`src/rtl/riscv_pipe_pkg.sv`:
```
// Shared types for the pipeline hazard unit: bypass selects and the
// memory-wait state machine encoding.
package riscv_pipe_pkg;

  typedef enum logic [1:0] {
    FWD_NONE = 2'b00,
    FWD_WB   = 2'b01,
    FWD_MEM  = 2'b10
  } fwd_sel_t;

  typedef enum logic [1:0] {
    RUN   = 2'b00,
    WAIT  = 2'b01,
    ERROR = 2'b10
  } hz_state_t;

  localparam int REG_W  = 5;
  localparam int WCNT_W = 4;
  localparam int SCNT_W = 16;

endpackage

```
`src/rtl/fwd_sel.sv`:
```
// Bypass select for one ALU operand: Memory-stage result wins over Writeback,
// and register x0 is never forwarded.
module fwd_sel
  import riscv_pipe_pkg::*;
(
  input  logic [REG_W-1:0] rs,
  input  logic [REG_W-1:0] rdm,
  input  logic [REG_W-1:0] rdw,
  input  logic             regwritem,
  input  logic             regwritew,
  output fwd_sel_t         sel
);

  always_comb begin
    sel = FWD_NONE;
    if (rs != '0 && rs == rdm && regwritem)
      sel = FWD_MEM;
    else if (rs != '0 && rs == rdw && regwritew)
      sel = FWD_WB;
  end

endmodule

```
`src/rtl/hazard_ctrl.sv`:
```
// Pipeline hazard unit: operand forwarding, load-use/branch/memory-wait
// stall and flush control, memory timeout FSM and a saturating stall counter.
module hazard_ctrl
  import riscv_pipe_pkg::*;
#(
  parameter int MEM_TIMEOUT = 15
) (
  input  logic              clk,
  input  logic              reset,
  input  logic [REG_W-1:0]  Rs1D,
  input  logic [REG_W-1:0]  Rs2D,
  input  logic [REG_W-1:0]  Rs1E,
  input  logic [REG_W-1:0]  Rs2E,
  input  logic [REG_W-1:0]  RdE,
  input  logic [REG_W-1:0]  RdM,
  input  logic [REG_W-1:0]  RdW,
  input  logic              RegWriteM,
  input  logic              RegWriteW,
  input  logic              LoadE,
  input  logic              PCSrcE,
  input  logic              MemReqM,
  input  logic              MemReadyM,
  output logic [1:0]        ForwardAE,
  output logic [1:0]        ForwardBE,
  output logic              StallF,
  output logic              StallD,
  output logic              StallE,
  output logic              StallM,
  output logic              FlushD,
  output logic              FlushE,
  output logic              FlushW,
  output logic              MemErr,
  output logic [SCNT_W-1:0] StallCnt
);

  localparam logic [WCNT_W-1:0] TIMEOUT = WCNT_W'(MEM_TIMEOUT);

  hz_state_t         state;
  logic [WCNT_W-1:0] wcnt;
  fwd_sel_t          sel_a, sel_b;
  logic              lw_stall, mem_wait;

  fwd_sel u_fwd_a (
    .rs(Rs1E), .rdm(RdM), .rdw(RdW),
    .regwritem(RegWriteM), .regwritew(RegWriteW), .sel(sel_a)
  );

  fwd_sel u_fwd_b (
    .rs(Rs2E), .rdm(RdM), .rdw(RdW),
    .regwritem(RegWriteM), .regwritew(RegWriteW), .sel(sel_b)
  );

  assign lw_stall = LoadE && (RdE != '0) && (Rs1D == RdE || Rs2D == RdE);
  assign mem_wait = (state == RUN || state == WAIT) && MemReqM && !MemReadyM;
  assign MemErr   = (state == ERROR);

  assign ForwardAE = reset ? FWD_NONE : sel_a;
  assign ForwardBE = reset ? FWD_NONE : sel_b;

  // Reset flushes D/E/W; otherwise ERROR/memory wait freezes everything
  // and squashes the write-back, ahead of branch flush and load-use bubble.
  always_comb begin
    StallF = 1'b0;
    StallD = 1'b0;
    StallE = 1'b0;
    StallM = 1'b0;
    FlushD = 1'b0;
    FlushE = 1'b0;
    FlushW = 1'b0;
    if (reset) begin
      FlushD = 1'b1;
      FlushE = 1'b1;
      FlushW = 1'b1;
    end else if (state == ERROR || mem_wait) begin
      StallF = 1'b1;
      StallD = 1'b1;
      StallE = 1'b1;
      StallM = 1'b1;
      FlushW = 1'b1;
    end else if (PCSrcE) begin
      FlushD = 1'b1;
      FlushE = 1'b1;
    end else if (lw_stall) begin
      StallF = 1'b1;
      StallD = 1'b1;
      FlushE = 1'b1;
    end
  end

  // Wait counter reads 1 on the first WAIT cycle; ready on the timeout
  // cycle still returns to RUN.
  always_ff @(posedge clk) begin
    if (reset) begin
      state    <= RUN;
      wcnt     <= '0;
      StallCnt <= '0;
    end else begin
      if (StallF && StallCnt != '1)
        StallCnt <= StallCnt + SCNT_W'(1);
      case (state)
        RUN: begin
          wcnt <= '0;
          if (mem_wait) begin
            state <= WAIT;
            wcnt  <= WCNT_W'(1);
          end
        end
        WAIT: begin
          if (MemReadyM) begin
            state <= RUN;
            wcnt  <= '0;
          end else if (wcnt == TIMEOUT) begin
            state <= ERROR;
          end else begin
            wcnt <= wcnt + WCNT_W'(1);
          end
        end
        ERROR:   state <= ERROR;
        default: state <= RUN;
      endcase
    end
  end

endmodule

```
`config.mk`:
```
export PLATFORM = sky130hd
export DESIGN_NAME = hazard_ctrl
export DESIGN_NICKNAME = d
export VERILOG_FILES = /design/src/rtl/riscv_pipe_pkg.sv /design/src/rtl/fwd_sel.sv /design/src/rtl/hazard_ctrl.sv
export SDC_FILE = /design/constraint.sdc
export NUM_CORES = 1
export LEC_CHECK = 0
export BUFFER_PORTS_ARGS = -buffer_cell sky130_fd_sc_hd__buf_4
export CORE_AREA = 2 2 63 65
export DETAILED_ROUTE_END_ITERATION = 16
export DIE_AREA = 0 0 65 67
export GPL_ROUTABILITY_DRIVEN = 0
export GPL_TIMING_DRIVEN = 1
export PLACE_DENSITY = 0.75
export SLEW_MARGIN = 20
export SYNTH_ARGS = -nofsm -noshare
export SYNTH_HDL_FRONTEND = slang
export SYNTH_SLANG_ARGS = --single-unit
```
`constraint.sdc`:
```
create_clock -name clk -period 6 [get_ports clk]
set_input_delay 0.6 -clock clk [delete_from_list [all_inputs] [get_ports clk]]
set_output_delay 0.6 -clock clk [all_outputs]
set_load 0.005 [all_outputs]
```
Word level (Yosys, flattened, before mapping):

Index checks and enable logic that the tools add are counted.
W data, S select, Z words.

* register bits after elaboration: 22
* word-level logic and storage cells: 69
* output and inout port bits: 28

* mux-type cells: 27
* equal/unequal tests: 13
* $add $sub $neg: 2
* reductions and logical operators: 24

Operator list (number)
* $eq A5 B5 Y1: 6
* $add A16 B1 Y16 const B: 1
* $mux W1: 16
* $ne A16 B16 Y1 const B: 1
* $reduce_bool A5 Y1: 3
* $mux W2: 7
* $logic_and A1 B1 Y1: 13
* $mux W4: 2
* $pmux W4 S2: 1
* $pmux W2 S3: 1
* $add A4 B1 Y4 const B: 1
* $eq A4 B4 Y1 const B: 1
* $reduce_and A2 Y1: 2
* $logic_or A1 B1 Y1: 3
* $ne A3 B2 Y1 const B: 1
* $ne A3 B3 Y1 const B: 1
* $eq A2 B1 Y1 const B: 1
* $eq A2 B2 Y1 const B: 1
* $logic_not A2 Y1: 1
* $ne A2 B2 Y1 const B: 1
* $reduce_bool A2 Y1: 1
* $logic_not A1 Y1: 1

Longest topological paths before layout:

Gate-level depths: netlist of run 1.

* depth in word-level cells: 8
* mapped depth: 8
* gate-level depth less buffers: 7

Modules after synthesis:

From an unflattened synthesis of run 1, not the netlist that was laid out.

* cells, all modules: 206
* area, all modules: 1659.1 µm²

Modules (own cells, without submodules)
* hazard_ctrl: cells an instance 170, times used 1, sequential area each 440.4 µm², area each 1381.3 µm²
* fwd_sel: cells an instance 18, times used 2, sequential area each 0.0 µm², area each 138.9 µm²

Worst setup path after synthesis of run 1:

Ideal clock, no wire load.

* kind: input -> output
* start point: input RdE[1]
* end point: output StallF
* cell stages on the path: 5
* slack: 3.651 ns
* data arrival time: 1.749 ns
* data required time: 5.400 ns
* path through: or4_1 -> o21ai_0 -> nor3_1 -> a21o_1 -> buf_4

* cells in the longest elaborated chain, start to end: 7
* elaborated cells on any way between the ends: 10
* those cells by class: 2 x eq/ne; 4 x mux; 4 x reduce/logical

RTL lines
* from (decl): RTL line hazard_ctrl.sv:14 `input logic [REG_W-1:0] RdE,`
* $eq A5 B5 Y1 or $reduce_bool A5 Y1 (tied branches): RTL line hazard_ctrl.sv:53 `assign lw_stall = LoadE && (RdE != '0) && (Rs1D == RdE || Rs2D == RdE);`
* $logic_or A1 B1 Y1 or $logic_and A1 B1 Y1 (tied branches): RTL line hazard_ctrl.sv:53
* $logic_and A1 B1 Y1 (*): RTL line hazard_ctrl.sv:53
* $mux W1 (*) (4 in a row)
* to (decl): RTL line hazard_ctrl.sv:25 `output logic StallF,`

Every way passes the cells marked *; elsewhere a longest branch is shown, timed or not.

Worst setup path after layout of run 1:

* start point: input RdE[1]
* end point: output StallF

* cells in the longest elaborated chain, start to end: 7
* elaborated cells on any way between the ends: 10
* those cells by class: 2 x eq/ne; 4 x mux; 4 x reduce/logical

RTL lines
* $eq A5 B5 Y1 or $reduce_bool A5 Y1 (tied branches): RTL line hazard_ctrl.sv:53
* $logic_or A1 B1 Y1 or $logic_and A1 B1 Y1 (tied branches): RTL line hazard_ctrl.sv:53
* $logic_and A1 B1 Y1 (*): RTL line hazard_ctrl.sv:53
* $mux W1 (*): RTL line hazard_ctrl.sv:83 `end else if (lw_stall) begin`
* $mux W1 (*): RTL line hazard_ctrl.sv:80 `end else if (PCSrcE) begin`
* $mux W1 (*): RTL line hazard_ctrl.sv:74 `end else if (state == ERROR || mem_wait) begin`
* $mux W1 (*): RTL line hazard_ctrl.sv:70 `if (reset) begin`

Marked as above.

==> results of run 1 <==
[flip-flops by register name, indices dropped and copies added, names as in the netlist]
signal	flops
wcnt	4
StallCnt	16
state	2
[per-stage QoR]
stage	cell area, sq um	utilization, %	hold slack, ns
floorplan	1620	-	0.479
global placement	2140	59.4	0.507
detailed placement	2140	59.4	0.509
CTS	2180	60.5	0.527
global route	2180	60.5	0.543
finish	2180	60.5	0.527
[power groups by stage]
stage	registers [mW]	clock network (mW)	logic, mW
after detailed placement	0.152	0	0.0725
final	0.149	0.0887	0.0722
after floorplan	0.152	0	0.0357
after CTS	0.149	0.0906	0.0727
after global routing	0.149	0.0971	0.0793
after global placement	0.152	0	0.0717
[cell type report]
class / count / area (sq um) / share of cell area (%)
timing repair buffer: 70 / 526 / 24.1
tap: 48 / 60.1 / 2.75
multi-input combinational: 168 / 1090 / 49.7
sequential: 22 / 440 / 20.2
inverter: 8 / 30.0 / 1.38
clock buffer: 3 / 41.3 / 1.89
[routing by layer]
| layer | vias up | wire (um) |
|---|---|---|
| met2 | 48 | 2010 |
| met3 | 4 | 221 |
| li1 | 884 | - |
| met1 | 800 | 1730 |
| met5 | - | 0 |
| met4 | 0 | 33 |
[layout by cell type, fill, tap and decap left out]
master and count:
xor2_1 6, a21oi_4 2, ha_1 2, a221oi_1 1
nand4_1 7, o31ai_1 6, mux2i_1 1, nand2_1 11
o221ai_1 1, xnor2_1 23, a32oi_1 1, nor2_1 15
a2bb2oi_1 1, or3_1 7, nor2b_1 5, dfxtp_1 22
nand2b_1 2, nand3b_1 1, or4_1 8, o22ai_1 1
a211oi_1 2, clkbuf_8 3, a21o_1 1, o21ai_0 11
buf_4 70, a41oi_1 1, and2b_4 1, a21oi_1 16
nand3_1 17, and3_1 5, or3b_4 1, a22oi_1 1
inv_1 8, nor3_1 3, nor4_1 7, mux2_2 1
[critical path: stages]
cell	delay (ns)
buf_4	0.12
or4_1	0.51
o21ai_0	0.28
nor3_1	0.08
a21o_1	0.24
buf_4	0.15
[cell families (layout without fill, tap and decap cells)]
family          Yosys count  in the layout  synth area share [%]
compound gates           45             45                  18.1
xor+xnor                 29             29                  15.7
fa+ha+maj                 2              2                  1.55
buf+inv                  17             81                  5.57
flops                    22             22                  27.2
mux                       2              2                  1.32
simple gates             90             90                  30.5
[worst paths after layout]
check                             endpoint                startpoint
hold / removal        wcnt[1]$_SDFFE_PP0P_      wcnt[1]$_SDFFE_PP0P_
setup / recovery                    StallF                    RdE[1]
hold reg to reg       wcnt[1]$_SDFFE_PP0P_      wcnt[1]$_SDFFE_PP0P_
setup reg to reg  StallCnt[5]$_SDFFE_PP0P_  StallCnt[0]$_SDFFE_PP0P_
==> out/results.ini, run 1 <==
[synth]
synthCells=207
avgSynthCellArea_sq_um=7.81
seq_area_frac_synth_pct=27.2
synth_cell_types=38
synthTopCellsByCount=xnor2_1, dfxtp_1, nand3_1
ys_warn_count=0
netlist_area_sq_mm=0.00162
synth_area_leaders=dfxtp_1, xnor2_1, nand3_1, a21oi_1, or4_1
mappedNetlistNets=252
synth_most_common_cell=xnor2_1
synth_seq_cells=22
synth_top_area_share_pct=27.2
synth_flop_cell=dfxtp_1
yosysTopAreaCell=dfxtp_1
synth_async_sr_flop_share_pct=0
synth-edff-count=0

[grt]
antenna_found_initial=0
use_met3_pct=3.55
grt.met1_usage_pct=21.9
use_met2_pct=33.4
grt_pass1_wl_mm=6.36
top_usage_layer=met2
grt_max_degree=31
grt_pass1_vias=1476
grt_overflow_total=0
track_usage_pct=18.4

[routing]
vias=1736
avgViaCountPerCell=5.44
drtIter0Drc=66
dr.pass1.iters=7
drc_errors=0
ant_nets=0
drt-total-wl_mm=3.99
post_drt_wl_per_cell_um=12.5

[timing]
min_period_over_period_pct=43.2
fmax_ghz=0.386
finalHoldViolCount=0
tightest_slew_ns=0.584
finalCriticalPeriod_ns=2.59
maxSlewHeadroom_pct=61.0
finalSetupViolCount=0
rsz0062_at_grt=no
skew_ns=0.00599
finalSetupTns_ns=0
slew_viol_final=0
layout_setup_ws_ns=3.41

[final_layout]
fillers=366
drive_above_1_share_pct=28.8
synthToLayoutAreaGrowth_pct=35.1
fin_nets=318
diodes=0
stdcell_count=319

[clock_network]
numCtsBuffers=3
hold_buffers=0
clkTransAtPathRegs_ns=0.07
cts_setup_buffers=0
cts_resized=0
clock_latency_ns=0.26
cts_tree=yes
h-tree-depth=1
cts_root_buf=clkbuf_8
clock_path_buffers=2
cts_sinks=22

[pwr]
sw_frac_of_total_pct=24.7
seqPwrFrac_pct=48.1
vdd_ir_drop_max_mv=0.0621
p_per_area_mw_per_mm2=142
p_comb_share_pct=23.3
p_sw_mw=0.0766
p_leak_nw=0.861
p_total_mw=0.310
p_clk_share_pct=28.6
p_int_mw=0.233

[placed_design]
dp_hpwl_mm=3.13
pre_cts_slack_ns=3.36
numPlacedInstances=316
io_buffers=70

[die]
die_w_um=65
die_height_um=67
rows=22
start_util_pct=44.8
ioPinCount=71
dieArea_sq_mm=0.00436
core-area_sq_mm=0.00361

[setup_path]
crit_arrival_ns=1.99
cp-start-kind=input pin
end_kind=output pin
r2r_slack_ns=3.74
path_class=in -> out
crit_fanout=4
ff2ff_path_depth=7
cp.required_ns=5.40

[job]
maxCapViolCount=0

[worst_hold_path]
hold_depth=2
hp-class=reg -> reg

[status]
status=complete, no violations

Note: power is estimated with default switching activity, not from simulation.
==> run 2, diff against run 1 <==
==> constraint.sdc (replaced) <==
create_clock -name clk -period 2.45 [get_ports clk]
set_input_delay 0.245 -clock clk [delete_from_list [all_inputs] [get_ports clk]]
set_output_delay 0.245 -clock clk [all_outputs]
set_load 0.005 [all_outputs]
==> run 2 against run 1 <==
Net effect:
- power rose to 2.8 times the previous value
- largest power group unchanged
- critical path type is now reg -> reg
- utilization up 1.2 points
- critical endpoint is now StallCnt[11]$_SDFFE_PP0P_
- sequential cell count unchanged
- final area up 2.1%
- final cell count up 0.94%
- clock power rose to 3.8 times the previous value
==> out/results.ini, run 2 (synthesized netlist as in run 1, its figures left out) <==
[die]
die_w_um=65
core-area_sq_mm=0.00361
rows=22
dieArea_sq_mm=0.00436
start_util_pct=44.8
die_height_um=67
ioPinCount=71

[pwr]
p_leak_nw=0.885
vdd_ir_drop_max_mv=0.193
p_total_mw=0.882
p_per_area_mw_per_mm2=396

[grt]
grt_pass1_vias=1498
track_usage_pct=19.1
grt_max_degree=31
antenna_found_initial=0
grt_overflow_total=0
grt_pass1_wl_mm=6.58

[setup_path]
end_kind=flop
crit_path_top_delay_cell=or4_1
cp.required_ns=2.64
max_stage_delay_ns=0.48
rr_endpoint=StallCnt[11]$_SDFFE_PP0P_
cp-start-kind=flop
crit_top_cell=nor4_1
path_cells=ha_1 -> nand4_1 -> nor4_1 -> nor4_1 -> a21oi_4 -> buf_4 -> or4_1 -> a21oi_1
ff2ff_path_depth=8
crit_arrival_ns=2.37
reg2reg_from=StallCnt[0]$_SDFFE_PP0P_
crit_fanout=28
path_class=reg -> reg
r2r_slack_ns=0.27

[worst_hold_path]
hold_start=MemReadyM
hold_depth=2
whs_endpoint=state[0]$_SDFFE_PP0P_
hp-class=in -> reg

[routing]
vias=1733
drc_errors=0
dr.pass1.iters=6
avgViaCountPerCell=5.38
post_drt_wl_per_cell_um=12.5
drt-total-wl_mm=4.02
drtIter0Drc=108
ant_nets=0

[job]
maxCapViolCount=0

[final_layout]
synthToLayoutAreaGrowth_pct=37.8
drive_above_1_share_pct=29.6
stdcell_count=322
diodes=0
layout_common_cells=buf_4, xnor2_1, dfxtp_1
largest_register_ffs=16
fin_area_sq_mm=0.00223
largestRegisters=StallCnt (16), wcnt (4), state (2)
final_common_cell=buf_4
regMostFlops=StallCnt
final_util_pct=61.8
fin_nets=320

[placed_design]
io_buffers=70
postPlaceCellArea_sq_mm=0.00216
pre_cts_slack_ns=0.294
numPlacedInstances=318
dp_hpwl_mm=3.18

[status]
status=complete, no violations

[clock_network]
cts_resized=0
cts_root_buf=clkbuf_8
clock_path_buffers=2
numCtsBuffers=3
h-tree-depth=1
cts_setup_buffers=0
clock_latency_ns=0.26
clkTransAtPathRegs_ns=0.08
cts_tree=yes
hold_buffers=0
cts_sinks=22

[timing]
fmax_ghz=0.458
finalHoldViolCount=0
finalCriticalPeriod_ns=2.18
skew_ns=0.00333
min_period_over_period_pct=89.1
slew_viol_final=0
finalSetupViolCount=0
hold_slack_ns=0.174
finalSetupTns_ns=0
rsz0062_at_grt=no
layout_setup_ws_ns=0.267
tightest_slew_ns=0.480
maxSlewHeadroom_pct=67.7

==> run 2: cell types whose count changed in the layout (fill, tap and decap cells not counted), sizes merged <==
cell,previous run,this run
buf,70,72
bufinv,0,1
==> run 2: critical path, delay by kind of cell, from the launching register on <==
kind | cells | cell delay (ns)
AO/OA/AOI/OAI | 2 | 0.29
buffers and inverters | 1 | 0.22
flip-flops | 1 | 0.35
AND/OR/NAND/NOR | 4 | 1.00
adder cells (fa/ha/maj) | 1 | 0.23
==> run 2: report_power, final <==
group          total (mW)  internal (mW)  switching (mW)
combinational       0.178          0.102          0.0761
clock               0.340          0.218           0.121
sequential          0.365          0.360         0.00422
==> run 2: metal layers <==
| metal | share of wire (%) | GRT usage [%] | up-vias |
|---|---|---|---|
| met2 | 51 | 33.5 | 50 |
| met3 | 6.3 | 4.39 | 4 |
| met4 | 1.3 | 7.18 | 0 |
| met1 | 42 | 22.6 | 785 |
| li1 | - | - | 894 |
| met5 | 0 | 0 | - |
==> run 2: final cells by class <==
cell class	count	area [sq um]
well taps	48	60.1
multi-input cells	168	1090
repair buffers	72	541
fillers	339	1380
flip-flops and latches	22	440
inverters	8	30.0
clock buffers	3	41.3
clock inverters	1	30.0
==> run 2: worst max-delay path by stage <==
stage	end	slack (ns)	start	depth (start not counted)
2_1_floorplan	StallCnt[15]$_SDFFE_PP0P_	0.49	state[1]$_SDFFE_PP0P_	7
3_3_place_gp	StallCnt[15]$_SDFFE_PP0P_	0.33	MemReadyM	8
3_5_place_dp	StallCnt[15]$_SDFFE_PP0P_	0.29	MemReadyM	8
4_1_cts	StallCnt[11]$_SDFFE_PP0P_	0.24	StallCnt[0]$_SDFFE_PP0P_	8
5_1_grt	StallCnt[11]$_SDFFE_PP0P_	0.10	StallCnt[0]$_SDFFE_PP0P_	8
6_report	StallCnt[11]$_SDFFE_PP0P_	0.27	StallCnt[0]$_SDFFE_PP0P_	8
==> run 3, diff against run 2 <==
==> constraint.sdc (replaced) <==
create_clock -name clk -period 2.64 [get_ports clk]
set_input_delay 0.264 -clock clk [delete_from_list [all_inputs] [get_ports clk]]
set_output_delay 0.264 -clock clk [all_outputs]
set_load 0.005 [all_outputs]
==> run 3 against run 2 <==
Net effect:
- critical endpoint is now StallCnt[5]$_SDFFE_PP0P_
- highest routed layer unchanged
- power down 20%
- hold slack better by 0.036 ns
- global-route usage shrank 1.4 points
- die area is the same
- clock-buffer cell count did not move
==> out/results.ini, run 3 (synthesized netlist as in run 1, its figures left out) <==
[timing]
rsz0062_at_grt=no
min_period_over_period_pct=82.3
finalHoldViolCount=0
fmax_ghz=0.460
tightest_slew_ns=0.571
slew_viol_final=0
finalCriticalPeriod_ns=2.17
skew_ns=0.00411
maxSlewHeadroom_pct=61.8
finalSetupViolCount=0
finalSetupTns_ns=0

[job]
maxCapViolCount=0

[pwr]
p_int_mw=0.530
p_comb_share_pct=23.3
p_total_mw=0.703
p_leak_nw=0.861
p_sw_mw=0.173
seqPwrFrac_pct=48.1
sw_frac_of_total_pct=24.6
vdd_ir_drop_max_mv=0.175
p_per_area_mw_per_mm2=322
p_clk_share_pct=28.5

[final_layout]
diodes=0
fillers=336
layout_common_cells=buf_4, xnor2_1, dfxtp_1
fin_nets=318
synthToLayoutAreaGrowth_pct=35.1
drive_above_1_share_pct=28.8
largest_register_ffs=16
regMostFlops=StallCnt
final_common_cell=buf_4
largestRegisters=StallCnt (16), wcnt (4), state (2)

[worst_hold_path]
hp-class=in -> reg

[clock_network]
h-tree-depth=1
clkTransAtPathRegs_ns=0.07
cts_root_buf=clkbuf_8
cts_sinks=22
cts_tree=yes
clock_latency_ns=0.25
clock_path_buffers=2
cts_setup_buffers=0
cts_resized=0
numCtsBuffers=3
hold_buffers=0

[routing]
avgViaCountPerCell=5.31
drc_errors=0
dr.pass1.iters=4
vias=1695
drtIter0Drc=95
ant_nets=0
post_drt_wl_per_cell_um=12.0
drt-total-wl_mm=3.83

[setup_path]
cp.required_ns=2.83
max_stage_delay_ns=0.46
crit_fanout=28
worst-path-buf-inv=0
path_class=reg -> reg
crit_arrival_ns=2.37
path_cells=ha_1 -> nand4_1 -> nor4_1 -> and2b_4 -> a21oi_4 -> o21ai_0 -> a21oi_1
end_kind=flop
crit_path_top_delay_cell=a21oi_4
cp-start-kind=flop
cp_top_family=compound AO/OA/AOI/OAI gates

[grt]
antenna_found_initial=0
grt_pass1_wl_mm=6.20
track_usage_pct=17.8
grt_overflow_total=0
grt_max_degree=31
grt_pass1_vias=1460

[die]
dieArea_sq_mm=0.00436
die_w_um=65
start_util_pct=44.8
ioPinCount=71
rows=22
core-area_sq_mm=0.00361
die_height_um=67

[status]
status=complete, no violations

[placed_design]
dp_hpwl_mm=3.08
io_buffers=70

[run 3: cell count changes in the layout (fill, tap and decap cells not counted), sizes merged]
cell	change
bufinv	-1
buf	-2
[run 3: final timing paths]
kind,from,endpoint,slack [ns],depth (start not counted)
max,StallCnt[0]$_SDFFE_PP0P_,StallCnt[5]$_SDFFE_PP0P_,0.47,7
min,MemReadyM,state[0]$_SDFFE_PP0P_,0.21,2
max reg2reg,StallCnt[0]$_SDFFE_PP0P_,StallCnt[5]$_SDFFE_PP0P_,0.47,7
min reg2reg,wcnt[3]$_SDFFE_PP0P_,wcnt[3]$_SDFFE_PP0P_,0.52,2
[run 3: per-stage QoR]
step                      util, %  hold WS (ns)  instance area [sq um]  cells  worst slack (ns)
after global placement       59.4         0.477                   2140    316             0.421
after floorplan                 -         0.342                   1620    207             0.684
after CTS                    60.5         0.210                   2180    319             0.468
after detailed placement     59.4         0.482                   2140    316             0.382
final                        60.5         0.211                   2180    319             0.466
after global routing         60.5         0.215                   2180    319             0.246
[run 3: per-layer routing]
layer  GRT usage, %  share of wire (%)  vias up
met4           3.99               0.50        0
met5              0                  0        -
met3           2.87                5.4        2
li1               -                  -      890
met2           32.1                 49       44
met1           22.0                 45      759
[run 3: cell type report]
cell class	instances	area, sq um	area share (%)
timing repair buffer	70	526	24.1
inverter	8	30.0	1.38
tap	48	60.1	2.75
clock buffer	3	41.3	1.89
sequential	22	440	20.2
multi-input combinational	168	1090	49.7
[run 3: power groups by stage]
stage	clock network, mW	logic (mW)	registers (mW)
after floorplan	0	0.0811	0.346
after global placement	0	0.163	0.346
after detailed placement	0	0.165	0.346
after CTS	0.208	0.165	0.338
after global routing	0.222	0.180	0.339
final	0.200	0.164	0.338
